File: src/rtl/bit_serial_adder_ctrl_pkg.sv
// -----------------------------------------------------------------------------
// bit_serial_adder_ctrl_pkg
// Shared definitions for the bit-serial add/sub controller: FSM state
// encodings and operation codes.
// No ports (package).
// -----------------------------------------------------------------------------
package bit_serial_adder_ctrl_pkg;

   typedef enum logic [1:0] {
      ST_IDLE = 2'd0,
      ST_RUN  = 2'd1,
      ST_DONE = 2'd2
   } state_e;

   localparam logic OP_ADD = 1'b0;
   localparam logic OP_SUB = 1'b1;

endpackage

File: src/rtl/bit_serial_adder_ctrl_serial_fa_cell.sv
// -----------------------------------------------------------------------------
// serial_fa_cell
// Combinational 1-bit full adder, time-shared across all bit positions by
// bit_serial_adder_ctrl.
// Ports:
//   a, b  : operand bits
//   cin   : carry in
//   sum   : sum bit
//   cout  : carry out
// -----------------------------------------------------------------------------
module serial_fa_cell (
   input  logic a,
   input  logic b,
   input  logic cin,
   output logic sum,
   output logic cout
);

   always_comb begin
      sum  = a ^ b ^ cin;
      cout = (a & b) | (a & cin) | (b & cin);
   end

endmodule

File: src/rtl/bit_serial_adder_ctrl.sv
// -----------------------------------------------------------------------------
// bit_serial_adder_ctrl
// Adds or subtracts two WIDTH-bit operands one bit per clock, LSB first,
// through a single shared full-adder cell. Operation is accepted with a
// start/ready handshake; done pulses for one cycle when result is valid.
//
// Optional feature: define SERIAL_ADDER_OVERFLOW_EN to build the signed
// overflow flag. Without it, overflow is tied to 0.
//
// Ports:
//   clk        : clock, rising edge
//   rst_n      : synchronous active-low reset
//   start      : request, sampled only while ready=1
//   op         : 0 = a+b, 1 = a-b
//   a, b       : operands, captured on accepted start
//   ready      : high in IDLE
//   busy       : high in RUN and DONE
//   done       : one-cycle pulse, result valid
//   result     : sum/difference, held until next accepted start
//   carry_out  : final carry from MSB (subtract: 1 = no borrow)
//   overflow   : signed overflow flag
// -----------------------------------------------------------------------------
module bit_serial_adder_ctrl
   import bit_serial_adder_ctrl_pkg::*;
#(
   parameter int unsigned WIDTH = 32
) (
   input  logic             clk,
   input  logic             rst_n,
   input  logic             start,
   input  logic             op,
   input  logic [WIDTH-1:0] a,
   input  logic [WIDTH-1:0] b,
   output logic             ready,
   output logic             busy,
   output logic             done,
   output logic [WIDTH-1:0] result,
   output logic             carry_out,
   output logic             overflow
);

   localparam int unsigned CNT_W = $clog2(WIDTH);
   localparam logic [CNT_W-1:0] LAST_CNT = CNT_W'(WIDTH - 1);

   state_e           state_q, state_d;
   logic [CNT_W-1:0] cnt_q, cnt_d;
   logic [WIDTH-1:0] a_q, a_d;
   logic [WIDTH-1:0] b_q, b_d;
   logic [WIDTH-1:0] result_q, result_d;
   logic             carry_q, carry_d;
   logic             carry_out_q, carry_out_d;

   logic fa_sum;
   logic fa_cout;

   serial_fa_cell u_fa (
      .a    (a_q[0]),
      .b    (b_q[0]),
      .cin  (carry_q),
      .sum  (fa_sum),
      .cout (fa_cout)
   );

`ifdef SERIAL_ADDER_OVERFLOW_EN
   // Carry into the MSB position, i.e. the cell's carry-in on the last step.
   logic msb_cin_q, msb_cin_d;
`endif

   always_comb begin
      state_d     = state_q;
      cnt_d       = cnt_q;
      a_d         = a_q;
      b_d         = b_q;
      result_d    = result_q;
      carry_d     = carry_q;
      carry_out_d = carry_out_q;
`ifdef SERIAL_ADDER_OVERFLOW_EN
      msb_cin_d   = msb_cin_q;
`endif

      unique case (state_q)
         ST_IDLE: begin
            if (start) begin
               a_d     = a;
               // Two's complement subtract: invert b here, seed carry with 1.
               b_d     = (op == OP_SUB) ? ~b : b;
               carry_d = op;
               cnt_d   = '0;
               state_d = ST_RUN;
            end
         end
         ST_RUN: begin
            a_d      = a_q >> 1;
            b_d      = b_q >> 1;
            result_d = {fa_sum, result_q[WIDTH-1:1]};
            carry_d  = fa_cout;
            if (cnt_q == LAST_CNT) begin
               // Counter is left at WIDTH-1 rather than wrapping.
               carry_out_d = fa_cout;
`ifdef SERIAL_ADDER_OVERFLOW_EN
               msb_cin_d   = carry_q;
`endif
               state_d     = ST_DONE;
            end else begin
               cnt_d = cnt_q + 1'b1;
            end
         end
         ST_DONE: begin
            state_d = ST_IDLE;
         end
         default: begin
            state_d = ST_IDLE;
         end
      endcase
   end

   always_ff @(posedge clk) begin
      if (!rst_n) begin
         state_q     <= ST_IDLE;
         cnt_q       <= '0;
         a_q         <= '0;
         b_q         <= '0;
         result_q    <= '0;
         carry_q     <= 1'b0;
         carry_out_q <= 1'b0;
      end else begin
         state_q     <= state_d;
         cnt_q       <= cnt_d;
         a_q         <= a_d;
         b_q         <= b_d;
         result_q    <= result_d;
         carry_q     <= carry_d;
         carry_out_q <= carry_out_d;
      end
   end

`ifdef SERIAL_ADDER_OVERFLOW_EN
   always_ff @(posedge clk) begin
      if (!rst_n) begin
         msb_cin_q <= 1'b0;
      end else begin
         msb_cin_q <= msb_cin_d;
      end
   end

   // Both operands are registers updated on the same edge as carry_out.
   assign overflow = msb_cin_q ^ carry_out_q;
`else
   assign overflow = 1'b0;
`endif

   assign ready     = (state_q == ST_IDLE);
   assign busy      = (state_q == ST_RUN) || (state_q == ST_DONE);
   assign done      = (state_q == ST_DONE);
   assign result    = result_q;
   assign carry_out = carry_out_q;

endmodule

File: config.mk
export PLATFORM = sky130hd
export DESIGN_NAME = bit_serial_adder_ctrl
export DESIGN_NICKNAME = d
export VERILOG_FILES = /design/src/rtl/bit_serial_adder_ctrl_pkg.sv /design/src/rtl/bit_serial_adder_ctrl_serial_fa_cell.sv /design/src/rtl/bit_serial_adder_ctrl.sv
export SDC_FILE = /design/constraint.sdc
export NUM_CORES = 1
export LEC_CHECK = 0
export BUFFER_PORTS_ARGS = -buffer_cell sky130_fd_sc_hd__buf_2
export CORE_MARGIN = 3
export CORE_UTILIZATION = 55
export DETAILED_ROUTE_END_ITERATION = 8
export PLACE_DENSITY = 0.9
export SLEW_MARGIN = 20
export SYNTH_ARGS = -nofsm -noshare
export SYNTH_HDL_FRONTEND = slang
export SYNTH_SLANG_ARGS = --single-unit
File: constraint.sdc
create_clock -name clk -period 2.3 [get_ports clk]
set_input_delay 0.46 -clock clk [delete_from_list [all_inputs] [get_ports clk]]
set_output_delay 0.46 -clock clk [all_outputs]
set_load 0.01 [all_outputs]
==> results.tsv <==
stage	metric	value	unit
sta	Tcrit/Tclk final	90.5	%
floorplanning	total die area	10100	µm²
power_and_ir_drop	Lkg Pwr	0.00255	µW
grt	largest net degree at the start of global routing	94	
sta	Achievable Freq	481	MHz
cts	Num CTS Buffers	9	
routing	Pre-Repair DR Iteration Count	4	
cts	CTS root buf	clkbuf_8	
setup_path	critical path arrival	2.33	ns
routing	vias	3807	
status	outcome	finished, final reports clean	
setup_path	crit path max-delay cell type	ha_1	
placed_design	DP HPWL	6.76	mm
cts	clock sink total	105	
sta	fin worst setup slack	0.219	ns
routing	Vias/cell	5.35	
sta	Final Hold Viols	0	
power_and_ir_drop	total power	3830	µW
floorplanning	Cell Rows	33	
yosys	Mapped Avg Cell Area	9.38	µm²
setup_path	flop2flop setup slack	0.22	ns
floorplanning	chip width	101	µm
routing	# DRC	0	
routing	final wirelength	9.75	mm
grt	Total GRT Usage	19.8	%
yosys	Mapped Area	4920	µm²
worst_hold_path	hold path cells	3	
floorplanning	# IOs	105	
yosys	Seq cells post-synth	105	
setup_path	Critical Path Start Type	register	
sta	crit path time final	2.08	ns
yosys	syn_nets	599	
placed_design	routability cong.	0.782	
setup_path	crit-path max cell delay	0.42	ns
routing	DRT iter0 DRCs	126	
worst_hold_path	Hold Crit Class	input port to register	
grt	first-pass GRT wire length	16.3	mm
cts	post-CTS setup repair buffer count	0	
sta	Final Skew	0.00780	ns
run	Max Cap Viol	0	
placed_design	Setup Slack @ Placement	0.157	ns
setup_path	Crit path buffers/inverters	2	
floorplanning	die height	101	µm
setup_path	FF-to-FF path depth	7	
cts	Worst-path clk slew	0.09	ns
worst_hold_path	hold endpoint	a_q[31]$_SDFFE_PN0P_	
sta	# setup viols final	0	
sta	setup TNS	0	ns
power_and_ir_drop	VDD IR max	416	µV
grt	antenna violations before repair	0	
cts	worst skew pair latency	0.36	ns
placed_design	IO buf count	103	
sta	Tightest Pin Transition	0.609	ns
yosys	synth unique cells	31	
cts	Clock Tree Buf Depth	2	
power_and_ir_drop	pwr dens	683	nW/µm²
cts	cts hold-fix bufs	0	
worst_hold_path	Hold Path Origin	a[31]	
floorplanning	Initial Util	58.2	%
setup_path	delay-heaviest family, CP	buffers and inverters	
cts	H-Tree Depth	3	
setup_path	Data required, critical path	2.55	ns
setup_path	RR Startpoint	state_q[1]$_SDFFE_PN0P_	
sta	WHS	0.405	ns
grt	total gr overflow	0	
grt	vias in the first global route	3716	
sta	relative slew slack	59.4	%
setup_path	crit-path cells	inv_1 > ha_1 > mux2_4 > buf_6 > nand3_1 > xor2_1 > nor2_1	
yosys	Mapped Cells	525	
setup_path	Worst Setup End Kind	register	
sta	unrepaired setup endpoints after global routing	no	
cts	CTS tree	done	
finish	final core occ	66.2	%
setup_path	Crit Path Max Fanout	67	
finish	Synth-to-Final Area Change	13.8	%
routing	wire per inst	13.7	µm
finish	layout cells sized above 1	21.1	%
floorplanning	core footprint	8460	µm²
yosys	sequential area share after synthesis	42.7	%
finish	ant diodes	0	
setup_path	kind of critical path	register to register	
finish	Layout Nets	676	
sta	fin. max-slew vios	0	
yosys	Ys Warns	0	
setup_path	reg2reg end	cnt_q[2]$_SDFFE_PN0P_	
routing	Final ANT Viol Nets	0	
==> layout make-up <==
type | count | area [µm²]
timing repair buffer | 113 | 619
clock buffer | 14 | 153
fill | 664 | 2860
clock inverter | 2 | 37.5
multi-input combinational | 371 | 2550
inverter | 2 | 7.51
sequential | 105 | 2100
tap | 105 | 131
==> worst max-delay path by stage <==
stage	depth (start not counted)	slack, ns	to	from
after detailed placement	7	0.16	cnt_q[2]$_SDFFE_PN0P_	state_q[1]$_SDFFE_PN0P_
after global routing	7	0.08	cnt_q[2]$_SDFFE_PN0P_	state_q[1]$_SDFFE_PN0P_
after global placement	7	0.32	cnt_q[3]$_SDFFE_PN0P_	state_q[1]$_SDFFE_PN0P_
after floorplan	8	0.64	cnt_q[1]$_SDFFE_PN0P_	cnt_q[0]$_SDFFE_PN0P_
final	7	0.22	cnt_q[2]$_SDFFE_PN0P_	state_q[1]$_SDFFE_PN0P_
after CTS	7	0.09	cnt_q[2]$_SDFFE_PN0P_	state_q[1]$_SDFFE_PN0P_
==> routing by layer <==
layer / vias to the layer above / global-route usage (%) / share of wire [%]
met1: 1759 / 24.1 / 45
met5: - / 0 / 0
met3: 12 / 5.95 / 5.9
met2: 84 / 32.9 / 47
li1: 1952 / - / -
met4: 0 / 7.25 / 1.6
==> flip-flops by register name, summed over array words and instances, names as in the netlist <==
register   cells
a_q           32
b_q           32
result        32
cnt_q          5
state_q        2
carry_out      1
carry_q        1
==> synthesized netlist by cell type <==
| master | instances | area (µm²) |
|---|---|---|
| nor3_1 | 2 | 10.0 |
| buf_6 | 5 | 56.3 |
| inv_1 | 2 | 7.51 |
| a21boi_0 | 3 | 22.5 |
| nand2_1 | 38 | 143 |
| and2_1 | 3 | 18.8 |
| o211ai_1 | 2 | 15.0 |
| and3_1 | 2 | 12.5 |
| clkbuf_1 | 15 | 56.3 |
| o211a_1 | 32 | 320 |
| buf_2 | 13 | 65.1 |
| xnor2_1 | 32 | 280 |
| mux2i_4 | 1 | 22.5 |
| nand2b_1 | 2 | 12.5 |
| nor2_1 | 33 | 124 |
| nand3b_1 | 1 | 7.51 |
| mux2_4 | 1 | 15.0 |
| xor2_1 | 2 | 17.5 |
| ha_1 | 5 | 62.6 |
| a21oi_1 | 35 | 175 |
| nor2b_1 | 37 | 231 |
| dfxtp_1 | 105 | 2100 |
| nand3_1 | 36 | 180 |
| o21ai_1 | 4 | 20.0 |
| fa_1 | 1 | 20.0 |
| a32oi_1 | 2 | 17.5 |
| mux2i_1 | 65 | 651 |
| buf_4 | 11 | 82.6 |
| conb_1 | 1 | 3.75 |
| o21ai_0 | 31 | 155 |
| clkbuf_2 | 3 | 15.0 |
==> cell usage in the layout (no fill, tap or decap), types with 2 or more instances in the layout <==
master    netlist  final
a21boi_0        3      3
xnor2_1        32     32
o211ai_1        2      2
buf_4          11      7
xor2_1          2      2
buf_2          13    103
clkbuf_8        0     10
clkbuf_1       15      4
nand2b_1        2      2
buf_12          0      2
a21oi_1        35     35
mux2i_1        65     65
inv_1           2      2
nor2_1         33     33
o21ai_1         4      4
nand3_1        36     36
ha_1            5      4
nor2b_1        37     37
o21ai_0        31     31
dfxtp_1       105    105
a32oi_1         2      2
and2_1          3      3
nand2_1        38     38
and3_1          2      2
o211a_1        32     32
nor3_1          2      2
==> kinds of logic (layout without fill, tap and decap cells) <==
group	Yosys count	count (layout)	share of synthesized area (%)
muxes	67	67	14.0
AOI/OAI and AO/OA	109	109	14.7
other	1	1	0.0762
DFF	105	105	42.7
adders and majority gates	6	6	1.68
buffers and inverters	49	131	5.74
xor gates and xnor gates	34	34	6.05
and+or+nand+nor	154	154	15.0
==> per-stage QoR <==
stage               std cells  area, µm²
finish                    712       5600
global route              712       5600
CTS                       712       5600
detailed placement        696       5410
global placement          696       5410
floorplan                 525       4920
==> worst min-delay path, delay by kind of cell <==
kind | cells | cell delay [ns]
buf+inv | 1 | 0.10
simple gates | 1 | 0.07
compound gates | 1 | 0.08
==> what timing repair did <==
item	4_1_cts	5_1_grt
resized for setup	0	1
setup endpoints to repair	0	2
hold endpoints to repair	0	0
==> report_power, final <==
part           switching [µW]  internal (µW)
combinational             374            323
clock                     576            536
sequential               70.5           1950
Power figures use the tool's default switching activity.
